## config.mk

```make
export PLATFORM = sky130hd
export DESIGN_NAME = demux_router
export DESIGN_NICKNAME = d
export VERILOG_FILES = /design/src/rtl/demux_pkg.sv /design/src/rtl/demux_slot.sv /design/src/rtl/demux_router.sv
export SDC_FILE = /design/constraint.sdc
export NUM_CORES = 1
export LEC_CHECK = 0
export CAP_MARGIN = 40
export CORE_MARGIN = 5
export CORE_UTILIZATION = 45
export DETAILED_ROUTE_END_ITERATION = 7
export PLACE_DENSITY_LB_ADDON = 0.1
export SKIP_LAST_GASP = 1
export SYNTH_ARGS = -nofsm -noshare
export SYNTH_HDL_FRONTEND = slang
export SYNTH_SLANG_ARGS = --single-unit
```

## constraint.sdc

```tcl
create_clock -name CLK -period 3.3 [get_ports CLK]
set_clock_uncertainty 0.2 [all_clocks]
set_input_delay 0.825 -clock CLK [delete_from_list [all_inputs] [get_ports CLK]]
set_output_delay 0.825 -clock CLK [all_outputs]
set_load 0.1 [all_outputs]
```

## src/rtl/demux_pkg.sv

```systemverilog
// Shared constants and select decode for the 1-to-4 registered demux router.
// The optional delivery counters are enabled with DEMUX_COUNT_EN.
package demux_pkg;

    localparam int DEF_WIDTH = 32;
    localparam int NUM_OUT   = 4;
    localparam int DEF_CNT_W = 8;

    localparam logic [1:0] SEL_A0 = 2'b00;
    localparam logic [1:0] SEL_A1 = 2'b01;
    localparam logic [1:0] SEL_A2 = 2'b10;
    localparam logic [1:0] SEL_A3 = 2'b11;

    typedef enum logic {
        SLOT_EMPTY = 1'b0,
        SLOT_FULL  = 1'b1
    } slot_state_e;

    function automatic logic [NUM_OUT-1:0] sel_decode(input logic [1:0] sel);
        logic [NUM_OUT-1:0] onehot;
        onehot = '0;
        case (sel)
            SEL_A0: onehot = 4'b0001;
            SEL_A1: onehot = 4'b0010;
            SEL_A2: onehot = 4'b0100;
            SEL_A3: onehot = 4'b1000;
            default: onehot = '0;
        endcase
        return onehot;
    endfunction

endpackage

```

## src/rtl/demux_slot.sv

```systemverilog
// One-entry holding slot with valid/ready handshake on its output side.
// With DEMUX_COUNT_EN defined it also counts drain events, saturating.
module demux_slot
    import demux_pkg::*;
#(
    parameter int WIDTH = DEF_WIDTH
`ifdef DEMUX_COUNT_EN
    , parameter int CNT_W = DEF_CNT_W
`endif
) (
    input  logic             CLK,
    input  logic             RST_N,
    input  logic             load,
    input  logic [WIDTH-1:0] data_in,
    output logic [WIDTH-1:0] data,
    output logic             valid,
    input  logic             ready
`ifdef DEMUX_COUNT_EN
    , output logic [CNT_W-1:0] cnt
`endif
);

    slot_state_e state;

    // NOTE: sequential state is updated only with non-blocking assignments so
    // every flop samples pre-edge values regardless of block ordering.
    // NOTE: the data register is reset as well, because consumers see A0..A3
    // read as zero coming out of reset.
    always_ff @(posedge CLK or negedge RST_N) begin
        if (!RST_N) begin
            state <= SLOT_EMPTY;
            data  <= '0;
        end else begin
            case (state)
                SLOT_EMPTY: begin
                    if (load) begin
                        state <= SLOT_FULL;
                        data  <= data_in;
                    end
                end
                SLOT_FULL: begin
                    // A load on the draining edge replaces the word in place.
                    if (load) begin
                        data <= data_in;
                    end else if (ready) begin
                        state <= SLOT_EMPTY;
                    end
                end
                default: state <= SLOT_EMPTY;
            endcase
        end
    end

    assign valid = (state == SLOT_FULL);

`ifdef DEMUX_COUNT_EN
    always_ff @(posedge CLK or negedge RST_N) begin
        if (!RST_N) begin
            cnt <= '0;
        end else if (valid && ready && (cnt != {CNT_W{1'b1}})) begin
            cnt <= cnt + 1'b1;
        end
    end
`endif

endmodule

```

## src/rtl/demux_router.sv

```systemverilog
// 1-to-4 registered demultiplexer: routes C to slot {SEL1,SEL2}, each slot
// drained independently. DEMUX_COUNT_EN adds per-channel DELIV_CNT counters.
module demux_router
  import demux_pkg::*;
#(
  parameter int WIDTH = DEF_WIDTH,
  parameter int CNT_W = DEF_CNT_W
) (
  input  logic               CLK,
  input  logic               RST_N,
  input  logic [WIDTH-1:0]   C,
  input  logic               SEL1,
  input  logic               SEL2,
  input  logic               IN_VALID,
  output logic               IN_READY,
  output logic [WIDTH-1:0]   A0,
  output logic [WIDTH-1:0]   A1,
  output logic [WIDTH-1:0]   A2,
  output logic [WIDTH-1:0]   A3,
  output logic [NUM_OUT-1:0] A_VALID,
  input  logic [NUM_OUT-1:0] A_READY
`ifdef DEMUX_COUNT_EN
  , output logic [NUM_OUT*CNT_W-1:0] DELIV_CNT
`endif
);

  logic [1:0]         sel;
  logic               accept;
  logic [NUM_OUT-1:0] load;
  logic [WIDTH-1:0]   slot_data [NUM_OUT];

  assign sel = {SEL1, SEL2};

  // Only the destination slot gates the producer; other full slots never do.
  // Ready is held low in reset so nothing is offered into slots being cleared.
  assign IN_READY = RST_N & (~A_VALID[sel] | A_READY[sel]);
  assign accept   = IN_VALID & IN_READY;
  assign load     = sel_decode(sel) & {NUM_OUT{accept}};

  for (genvar i = 0; i < NUM_OUT; i++) begin : g_slot
    demux_slot #(
      .WIDTH (WIDTH)
`ifdef DEMUX_COUNT_EN
      , .CNT_W (CNT_W)
`endif
    ) u_slot (
      .CLK     (CLK),
      .RST_N   (RST_N),
      .load    (load[i]),
      .data_in (C),
      .data    (slot_data[i]),
      .valid   (A_VALID[i]),
      .ready   (A_READY[i])
`ifdef DEMUX_COUNT_EN
      , .cnt   (DELIV_CNT[i*CNT_W +: CNT_W])
`endif
    );
  end

  assign A0 = slot_data[0];
  assign A1 = slot_data[1];
  assign A2 = slot_data[2];
  assign A3 = slot_data[3];

endmodule

```

* Word-level counts from Yosys, hierarchy flattened
Cells that the tools add are included.
** Cells by class
- Bitwise gates (word level) :: 9
- Multiplexer cells :: 25
- Equality and inequality tests :: 3
- Order comparisons :: 1
- Reductions and logical operators :: 1
** Operator list (count)
- 32-bit 2-to-1 mux :: 4
- 4-bit one-hot mux with 4 select lines :: 1
- 1-bit 2-to-1 mux :: 14
- 1-bit one-hot mux with 2 select lines :: 4
- 1-bit inverter :: 5
- 4-bit bitwise AND :: 1
- 1-bit binary-select mux with 2-bit select :: 2
- 2-bit == test (second input constant) :: 2
- 2-bit by 3-bit < comparator with 1-bit output (second input constant) :: 1
- 1-bit bitwise AND :: 2
- 2-bit by 1-bit == test with 1-bit output (second input constant) :: 1
- 2-bit zero test :: 1
- 1-bit bitwise OR :: 1
** Word-level totals
- Word-level logic and storage cells :: 47
- Register bits :: 132
- Input port bits :: 41
- Output and inout port bits :: 133

* Depth between registers and ports, before layout
- Depth after elaboration :: 9
- Mapped depth :: 5
- Mapped depth without buffers :: 3

* Modules after synthesis
A second synthesis with hierarchy kept.
** Unflattened totals
- Cells, all modules :: 303
- Area, all modules :: 5619.1 µm²
** By module, submodules not included
- demux_slot :: cells each 71, instances 4, sequential area each 825.8 µm², area an instance 1377.6 µm²
- demux_router :: cells each 19, instances 1, sequential area each 0.0 µm², area an instance 108.9 µm²

* Worst setup path before layout
Ideal clock, no wire load.
- Path kind :: input port to output port
- Start point :: in SEL2
- End point :: out IN_READY
- Stages :: 4
- Data arrival time :: 2718 ps
- Path buffers :: 1
- Path slack :: -443 ps
- Required time :: 2275 ps
- Path through :: buf_2 nand4bb_1 o311ai_0 a21oi_1
** On the way
- Word-level cells in the longest chain between the ends :: 5
- Elaborated cells on any way between the ends :: 7
** Ends and longest elaborated chain
- start, declared :: RTL line demux_router.sv:13 : input logic SEL2,
- 1-bit binary-select mux with 2-bit select :: RTL line demux_router.sv:36 : assign IN_READY = RST_N & (~A_VALID[sel] | A_READY[sel]);
- 1-bit 2-to-1 mux (not written as such) :: RTL line demux_router.sv:36
- 1-bit inverter :: RTL line demux_router.sv:36
- 1-bit bitwise OR (*) :: RTL line demux_router.sv:36
- 1-bit bitwise AND (*) :: RTL line demux_router.sv:36
- end, declared :: RTL line demux_router.sv:15 : output logic IN_READY,
Every way passes the cells marked *; elsewhere a longest branch is shown, timed or not. The select of a mux whose other input is x is not followed.

* Worst setup path after layout
Same ends and word-level chain as after synthesis.

==> summary.txt <==
Status
  • Outcome: complete, no violations

Detailed routing
  • Drc violations: 0
  • Vias/cell: 4.95
  • DRT Pass-1 Iters: 3
  • Routed Antenna Nets: 0
  • Vias: 3148
  • Wire per inst: 19.1 microns
  • Routed WL: 12200 microns
  • Drt initial violations: 114

Floorplanning
  • Starting Density: 46.1%
  • I/O pins: 174
  • Die footprint: 13400 sq um
  • Chip width: 116 microns
  • Std-Cell Rows: 38
  • Core Box Area: 10900 sq um
  • Die height: 116 microns

Clock tree
  • Root Driver: clkbuf_8
  • CTS H-tree depth: 4
  • CTS sink count: 132
  • Setup bufs post-CTS: 0
  • Total CTS buffers: 17
  • Worst skew pair latency: 510 ps
  • CTS Buffer Depth: 2
  • CTS clk-pin slew, worst paths: 60 ps
  • CTS tree: yes

Worst setup path
  • CP peak stage delay: 580 ps
  • Crit Path Category: input port to output port
  • CP Data Required Time: 2270 ps
  • R2R depth: 4
  • CP Capture Type: output port
  • R2r startpoint: g_slot[2].u_slot.valid$_DFF_PN0_
  • Cell Chain, Critical Path: clkdlybuf4s50_1, nand4bb_1, o311ai_0, a21oi_2, buf_12
  • Reg2Reg Setup Slack: 1520 ps
  • Reg-to-Reg End: g_slot[2].u_slot.data[7]$_DFFE_PN0P_
  • Max FO, Critical Path: 6
  • CP Data Arrival Time: 2120 ps
  • Worst setup SP type: input port
  • Slowest-stage cell, CP: clkdlybuf4s50_1

Timing
  • Fin crit period: 3150 ps
  • Sum of negative setup slack: 0 ps
  • Max transition margin: 47.9%
  • Final Hold Viols: 0
  • PnR worst setup slack: 150 ps
  • Max Slew Vio Count: 0
  • Worst slew pin tran: 779 ps
  • Endpoints failing setup: 0
  • RSZ-0062 raised after global routing: no
  • Hold slack: 199 ps
  • Max Clock Freq: 317 MHz
  • Final worst path period share: 95.5%

Global routing
  • First-pass GRT wire length: 19500 microns
  • Gr usage total: 19.3%
  • Grt ovf: 0
  • Initial antenna violation count: 0
  • Pin count of the biggest net entering global routing: 57
  • Number of global-route vias before repair: 3625

Synthesis
  • Simple-Gate Fraction of Synth Area: 2.34%
  • Cells after Synth: 297
  • Register area share after synthesis: 65.8%
  • Main combinational cell family by area after synthesis: multiplexers
  • Xor/xnor share of the synthesized area: 0%
  • Synth warn: 0
  • Syn avg cell area: 16.9 sq um
  • Post-synth cell types: 22
  • Synth Area in Adders: 0%
  • Post-synthesis register bit count: 132
  • Post-synthesis mux area share: 28.9%
  • Synthesized cell area: 5020 sq um
  • Syn Nets: 338
  • Area fraction in compound gates after synthesis: 0.374%

Final layout
  • Post-route cell area: 7290 sq um
  • Layout fillers: 803
  • Share of cells above drive strength 1: 60.9%
  • Nets: 524
  • Multi-input logic area: 1600 sq um
  • Antenna diodes: 0
  • Area Growth Syn to Fin: 45.2%
  • Sequential cell area: 3300 sq um

Pwr
  • Lkg Pwr: 3.40 nW
  • Power consumption: 8.06 mW
  • Max VDD drop: 569 uV
  • Pwr dens: 1110 nW/um^2

Placement
  • RD Place Congestion: 0.764
  • Input/output buffers: 173
  • DP Area: 6610 sq um
  • Post-place setup slack: 153 ps
  • HPWL Detailed: 8330 microns

Flow run
  • Max_cap viols: 0

Worst hold path
  • Hold Path Class: input port to asynchronous set/reset pin
==> sequential cells by signal, indices dropped and copies added (netlist names) <==
| name | cells |
|---|---|
| g_slot.u_slot.data | 128 |
| g_slot.u_slot.valid | 4 |
==> Yosys cell counts <==
master,count,area [sq um]
a21oi_1,1,5.00
and3_4,1,11.3
buf_2,7,35.0
buf_4,8,60.1
buf_6,3,33.8
dfrtp_1,132,3300
mux2_1,8,90.1
mux2_2,120,1350
mux2i_1,1,10.0
nand2_1,2,7.51
nand2b_1,3,18.8
nand3_1,1,5.00
nand3_2,1,10.0
nand4_1,1,6.26
nand4bb_1,1,11.3
nor2_1,1,3.75
nor2b_1,1,6.26
nor3b_2,1,12.5
nor3b_4,1,18.8
o21ai_0,1,5.00
o311ai_0,1,8.76
or2_2,1,6.26
==> report_power, final <==
group          switching (mW)  total, mW  leakage (nW)  internal (mW)
sequential              0.193       2.17          1.59           1.98
clock                   0.663       2.09         0.327           1.42
combinational            3.04       3.80          1.48          0.769
==> how the worst max path moves through the flow <==
stage | to | start | slack (ps) | depth (start not counted)
final | IN_READY | SEL2 | 150 | 5
after floorplan | IN_READY | SEL2 | 150 | 4
after CTS | IN_READY | SEL2 | 150 | 5
after global routing | IN_READY | SEL2 | 100 | 5
after global placement | IN_READY | SEL2 | 190 | 5
after detailed placement | IN_READY | SEL2 | 150 | 5
==> cell type report <==
type / instances / area share (%)
sequential: 132 / 45.3
timing repair buffer: 185 / 21.2
tap: 140 / 2.40
multi-input combinational: 147 / 21.9
clock inverter: 8 / 2.30
clock buffer: 24 / 6.86
==> worst max-delay path: cells and delay by family <==
kind | cells | cell delay [ps]
simple gates | 1 | 170
compound gates | 2 | 350
buf+inv | 2 | 770
==> metrics by stage <==
| stage | instances | util [%] |
|---|---|---|
| floorplan | 297 | - |
| global placement | 602 | 60.5 |
| detailed placement | 603 | 60.7 |
| CTS | 636 | 67.0 |
| global route | 636 | 67.0 |
| finish | 636 | 67.0 |
==> repair_timing <==
item / 4_1_cts / 5_1_grt
endpoints found under the hold margin: 17 / 0
hold buffers: 1 / 0
setup endpoints to repair: 0 / 0
resized for setup: 0 / 0
==> logic make-up (layout without fill, tap and decap cells) <==
group	after synthesis	count (layout)
mux	129	129
compound gates	3	3
buf+inv	18	217
flops	132	132
simple gates	15	15
==> cells in the final DEF, fill, tap and decap left out <==
master	n
clkinvlp_4	1
and3_4	1
a21oi_2	1
nor3b_4	2
clkbuf_8	7
buf_12	3
or2_2	1
mux2_2	120
o21ai_0	1
clkdlybuf4s50_1	39
nor2_1	1
buf_16	1
nand4bb_1	1
buf_4	141
clkbuf_16	16
nand4_1	1
dfrtp_1	132
mux2i_1	1
clkinv_2	2
o311ai_0	1
mux2_1	8
bufinv_16	5
nand3_2	1
nand3_1	1
clkbuf_1	1
nand2_1	2
dlygate4sd3_1	1
nand2b_1	3
nor2b_1	1
==> per-layer routing <==
metal	track usage (%)	routed length (microns)
met1	23.0	4880
met2	32.3	6080
met3	7.36	1040
met4	6.26	162
met5	0	0
(Power assumes the default switching activity.)
